### src/rtl/request_encoder4x2.sv
// request_encoder4x2
//   Captures one-cycle request pulses into a pending register and hands them
//   out one at a time as a 2-bit code with a valid/ack handshake. Requests are
//   granted in round-robin order, starting after the most recently granted
//   index. A request that arrives while the same bit is still pending, and is
//   not being granted on that edge, merges with the pending one. The lost
//   event sets a sticky overflow flag.
//
// Ports
//   clk     : clock; all state updates on its rising edge
//   rst     : synchronous active-high reset
//   en      : enables request capture and new grants
//   in      : request pulses, in[i] requests code i
//   ack     : consumer accepts dout while valid=1
//   dout    : encoded index of the granted request
//   valid   : dout holds a grant that has not been accepted yet
//   pending : registered requests that have not been granted yet
//   ovf     : sticky flag, set when a request event is lost
module request_encoder4x2 (
  input  logic       clk,
  input  logic       rst,
  input  logic       en,
  input  logic [3:0] in,
  input  logic       ack,
  output logic [1:0] dout,
  output logic       valid,
  output logic [3:0] pending,
  output logic       ovf
);

  typedef enum logic {
    IDLE = 1'b0,
    HOLD = 1'b1
  } state_t;

  state_t     state_r, state_next_s;
  logic [1:0] dout_r, dout_next_s;
  logic [3:0] pending_r, pending_next_s;
  logic       ovf_r, ovf_next_s;
  logic [1:0] ptr_r, ptr_next_s;

  logic       grant_s;
  logic [1:0] grant_idx_s;
  logic       grant_found_s;
  logic [3:0] grant_mask_s;
  logic [3:0] capture_s;

  // Round-robin pick: scan ptr, ptr+1, ptr+2, ptr+3 (mod 4) and return
  // {found, index} of the first set bit.
  function automatic logic [2:0] rr_pick(input logic [3:0] req, input logic [1:0] ptr);
    logic [2:0] result;
    logic [1:0] idx;
    result = 3'b000;
    for (int k = 3; k >= 0; k--) begin
      // Scanning from the far end lets the nearest hit overwrite farther ones.
      idx = ptr + 2'(k);
      if (req[idx]) begin
        result = {1'b1, idx};
      end else begin
        result = result;
      end
    end
    return result;
  endfunction

  // Grant selection, pending/overflow update and next-state logic.
  always_comb begin
    state_next_s   = state_r;
    dout_next_s    = dout_r;
    ptr_next_s     = ptr_r;
    grant_s        = 1'b0;
    grant_mask_s   = 4'b0000;
    {grant_found_s, grant_idx_s} = rr_pick(pending_r, ptr_r);

    // A grant is allowed in IDLE, or in HOLD on the edge the current one is accepted.
    case (state_r)
      IDLE: begin
        grant_s = en && grant_found_s;
        if (grant_s) begin
          state_next_s = HOLD;
        end else begin
          state_next_s = IDLE;
        end
      end
      HOLD: begin
        if (ack) begin
          grant_s = en && grant_found_s;
          if (grant_s) begin
            state_next_s = HOLD;
          end else begin
            state_next_s = IDLE;
          end
        end else begin
          grant_s      = 1'b0;
          state_next_s = HOLD;
        end
      end
      default: begin
        grant_s      = 1'b0;
        state_next_s = IDLE;
      end
    endcase

    if (grant_s) begin
      dout_next_s  = grant_idx_s;
      ptr_next_s   = grant_idx_s + 2'd1;
      grant_mask_s = 4'b0001 << grant_idx_s;
    end else begin
      dout_next_s  = dout_r;
      ptr_next_s   = ptr_r;
      grant_mask_s = 4'b0000;
    end

    if (en) begin
      capture_s = in;
    end else begin
      capture_s = 4'b0000;
    end

    // A bit granted on this edge may be re-requested without loss.
    pending_next_s = (pending_r & ~grant_mask_s) | capture_s;
    ovf_next_s     = ovf_r | (|(capture_s & pending_r & ~grant_mask_s));
  end

  // State and data registers with synchronous reset.
  always_ff @(posedge clk) begin
    if (rst) begin
      state_r   <= IDLE;
      dout_r    <= 2'b00;
      pending_r <= 4'b0000;
      ovf_r     <= 1'b0;
      ptr_r     <= 2'b00;
    end else begin
      state_r   <= state_next_s;
      dout_r    <= dout_next_s;
      pending_r <= pending_next_s;
      ovf_r     <= ovf_next_s;
      ptr_r     <= ptr_next_s;
    end
  end

  assign dout    = dout_r;
  assign valid   = (state_r == HOLD);
  assign pending = pending_r;
  assign ovf     = ovf_r;

endmodule

### config.mk
export PLATFORM = sky130hd
export DESIGN_NAME = request_encoder4x2
export DESIGN_NICKNAME = d
export VERILOG_FILES = /design/src/rtl/request_encoder4x2.sv
export SDC_FILE = /design/constraint.sdc
export NUM_CORES = 1
export LEC_CHECK = 0
export ABC_CLOCK_PERIOD_IN_PS = 3400
export CAP_MARGIN = 20
export CORE_AREA = 4 4 41 43
export DETAILED_ROUTE_END_ITERATION = 8
export DIE_AREA = 0 0 45 47
export MAX_ROUTING_LAYER = met4
export PLACE_DENSITY_LB_ADDON = 0.2
export SETUP_SLACK_MARGIN = 0.3
export SLEW_MARGIN = 10
export SYNTH_ARGS = -nofsm -noshare
export SYNTH_HDL_FRONTEND = slang
export SYNTH_SLANG_ARGS = --single-unit
### constraint.sdc
create_clock -name clk -period 3.4 [get_ports clk]
set_input_delay 1.02 -clock clk [delete_from_list [all_inputs] [get_ports clk]]
set_output_delay 1.02 -clock clk [all_outputs]
set_load 0.01 [all_outputs]
==> flow_metrics.py <==
metrics = {
    "status": {
        "status": "completed",
    },
    "clock_tree": {
        "clk_pin_slew_ns": 0.06,
        "cts-htree-levels": 1,
        "cts_made_buffers": 3,
        "cts-root-buf": "clkbuf_4",
        "cts.sinks": 10,
        "postCtsHoldBufs": 0,
        "clk_path_buf_depth": 2,
        "clkLatencyLatePin_ns": 0.27,
        "cts_resized": 0,
        "cts_tree": "done",
        "post_cts_buffers": 0,
    },
    "global_route": {
        "track_usage_pct": 15.0,
        "grt_overflow": 0,
        "grt_pass1_wl_microns": 2110,
        "grt_pass1_vias": 494,
        "grt_antenna_before_repair": 0,
        "grt_max_degree": 14,
    },
    "timing": {
        "skew_ns": 0.00301,
        "hold_viol": 0,
        "rsz0062_at_grt": "no",
        "worst_slack_ns": 1.01,
        "fin_tns_setup_ns": 0,
        "fmax_mhz": 418,
        "finalSetupViolCount": 0,
        "tightestPinTransition_ns": 0.439,
        "period_minus_slack_ns": 2.39,
        "period_share_pct": 70.4,
        "max-slew-margin-rel_pct": 70.7,
        "report.final.slew_viol_count": 0,
    },
    "synthesis": {
        "synth_edf_count": 0,
        "synth_fp_nets": 80,
        "syn_avg_cell_area_sq_um": 8.63,
        "synth.distinct_cells": 28,
        "synth_seq_cells": 10,
        "syn_area_sq_um": 587,
        "synth_flop_cell": "dfxtp_1",
        "ys_warn_count": 0,
        "seq_area_frac_synth_pct": 34.1,
        "async_flop_share_pct": 0,
        "syn_inst": 68,
    },
    "worst_setup_path": {
        "critPathLaunchType": "register",
        "path_delay_family": "buffers and inverters",
        "path_class": "reg2out",
        "required_ns": 2.38,
        "max_stage_delay_ns": 0.60,
        "arrival_ns": 1.37,
        "crit_buf_inv": 1,
        "path_cells": "clkdlybuf4s50_1",
        "cp_slowest_cell": "clkdlybuf4s50_1",
        "end_kind": "output port",
        "cp_max_fo": 8,
        "reg2reg_slack_ns": 1.59,
    },
    "place": {
        "portBuffers": 15,
        "dp_hpwl_microns": 964,
        "place_congestion": 0.783,
        "post-place-cells": 94,
        "pre_cts_slack_ns": 0.797,
    },
    "floorplanning": {
        "coreArea_sq_mm": 0.00130,
        "die_width_microns": 45,
        "die_y_microns": 47,
        "die_area_sq_mm": 0.00212,
        "ioPinCount": 16,
        "core.rowCount": 13,
        "initial_core_util_pct": 45.1,
    },
    "detailed_routing": {
        "finalWirelength_microns": 1280,
        "dr_total_vias": 545,
        "antenna_left": 0,
        "viasPerCell": 5.62,
        "wire_per_inst_microns": 13.2,
        "drtIter0Drc": 17,
        "dr.pass1.iters": 4,
        "drc_errors": 0,
    },
    "min_path": {
        "hold_class": "reg2reg",
    },
    "pwr": {
        "leakagePower_nw": 0.300,
        "ir_drop_mv": 0.206,
        "p_per_area_mw_per_mm2": 402,
    },
    "job": {
        "maxCapViolCount": 0,
    },
    "finish": {
        "fin_nets": 96,
        "fillers": 129,
        "drive_gt1_share_pct": 11.0,
        "n_antenna_cell": 0,
        "final_cells": 97,
        "synthToLayoutAreaGrowth_pct": 29.0,
    },
}
==> final timing paths <==
path,to,start,depth (start not counted)
setup / recovery,pending[0],pending[0],1
hold / removal,dout[1],dout[1],2
setup reg to reg,ovf,pending[1],8
hold reg to reg,dout[1],dout[1],2
==> metrics by stage <==
stage	instance area [sq um]	hold slack (ns)	total power [mW]	utilization (%)
6_report	757	0.466	0.304	58.2
5_1_grt	757	0.507	0.323	58.2
4_1_cts	757	0.469	0.309	58.2
3_5_place_dp	734	0.462	0.224	56.4
3_3_place_gp	734	0.460	0.224	56.4
2_1_floorplan	587	0.476	0.192	-
==> cell usage after synthesis (2+ instances only) <==
cell type,count,area [sq um]
dfxtp_1,10,200
a21oi_1,9,45.0
nand3_1,6,30.0
nor2_1,6,22.5
ha_1,4,50.1
inv_1,4,15.0
a22oi_1,3,22.5
nand2_1,3,11.3
buf_2,2,10.0
nand2b_4,2,27.5
nor3_1,2,10.0
==> layer usage <==
metal | track usage, % | vias up | routed length, microns
met5 | - | - | 0
li1 | - | 276 | -
met2 | 22.9 | 14 | 557
met1 | 16.5 | 250 | 611
met3 | 3.45 | 5 | 68
met4 | 12.3 | 0 | 40
==> area by class of cell <==
cell class	instances	area [sq um]	share of cell area, %
tap	15	18.8	2.48
timing repair buffer	15	150	19.8
inverter	4	15.0	1.98
multi-input combinational	50	350	46.3
sequential	10	200	26.4
clock buffer	3	22.5	2.98
==> cells by family (layout without fill, tap and decap cells) <==
kind of cell	after synthesis	count (layout)	synth area share (%)
AOI/OAI and AO/OA	23	23	29.0
and+or+nand+nor	22	22	20.5
DFF	10	10	34.1
buffers and inverters	8	22	6.18
adders and majority gates	4	4	8.53
muxes	1	1	1.71
==> flip-flops by register name, indices dropped and copies added (netlist names) <==
signal	count
dout	2
ovf	1
pending	4
ptr_r	2
valid	1
==> where the power goes <==
| part | internal (mW) | leakage (nW) | total [mW] | switching [mW] |
|---|---|---|---|---|
| Sequential | 0.127 | 0.0824 | 0.141 | 0.0135 |
| Clock | 0.0410 | 0.0138 | 0.0822 | 0.0412 |
| Combinational | 0.0427 | 0.204 | 0.0816 | 0.0389 |
==> cells in the final DEF, fill, tap and decap left out <==
master | Yosys | routed
clkdlybuf4s50_1 | 0 | 15
dfxtp_1 | 10 | 10
a21oi_1 | 9 | 9
nor2_1 | 6 | 6
nand3_1 | 6 | 6
inv_1 | 4 | 4
ha_1 | 4 | 4
a22oi_1 | 3 | 3
nand2_1 | 3 | 3
clkbuf_4 | 0 | 3
nand2b_4 | 2 | 2
nor3_1 | 2 | 2
mux2i_1 | 1 | 1
a21boi_2 | 1 | 1
o32ai_1 | 1 | 1
or2_1 | 1 | 1
a21o_1 | 1 | 1
o22ai_1 | 1 | 1
a31oi_1 | 1 | 1
o41ai_2 | 1 | 1
nor2b_1 | 1 | 1
o221ai_1 | 1 | 1
a41oi_1 | 1 | 1
a211oi_1 | 1 | 1
a211oi_2 | 1 | 1
or3_1 | 1 | 1
a21oi_2 | 1 | 1
Power figures use the tool's default switching activity.
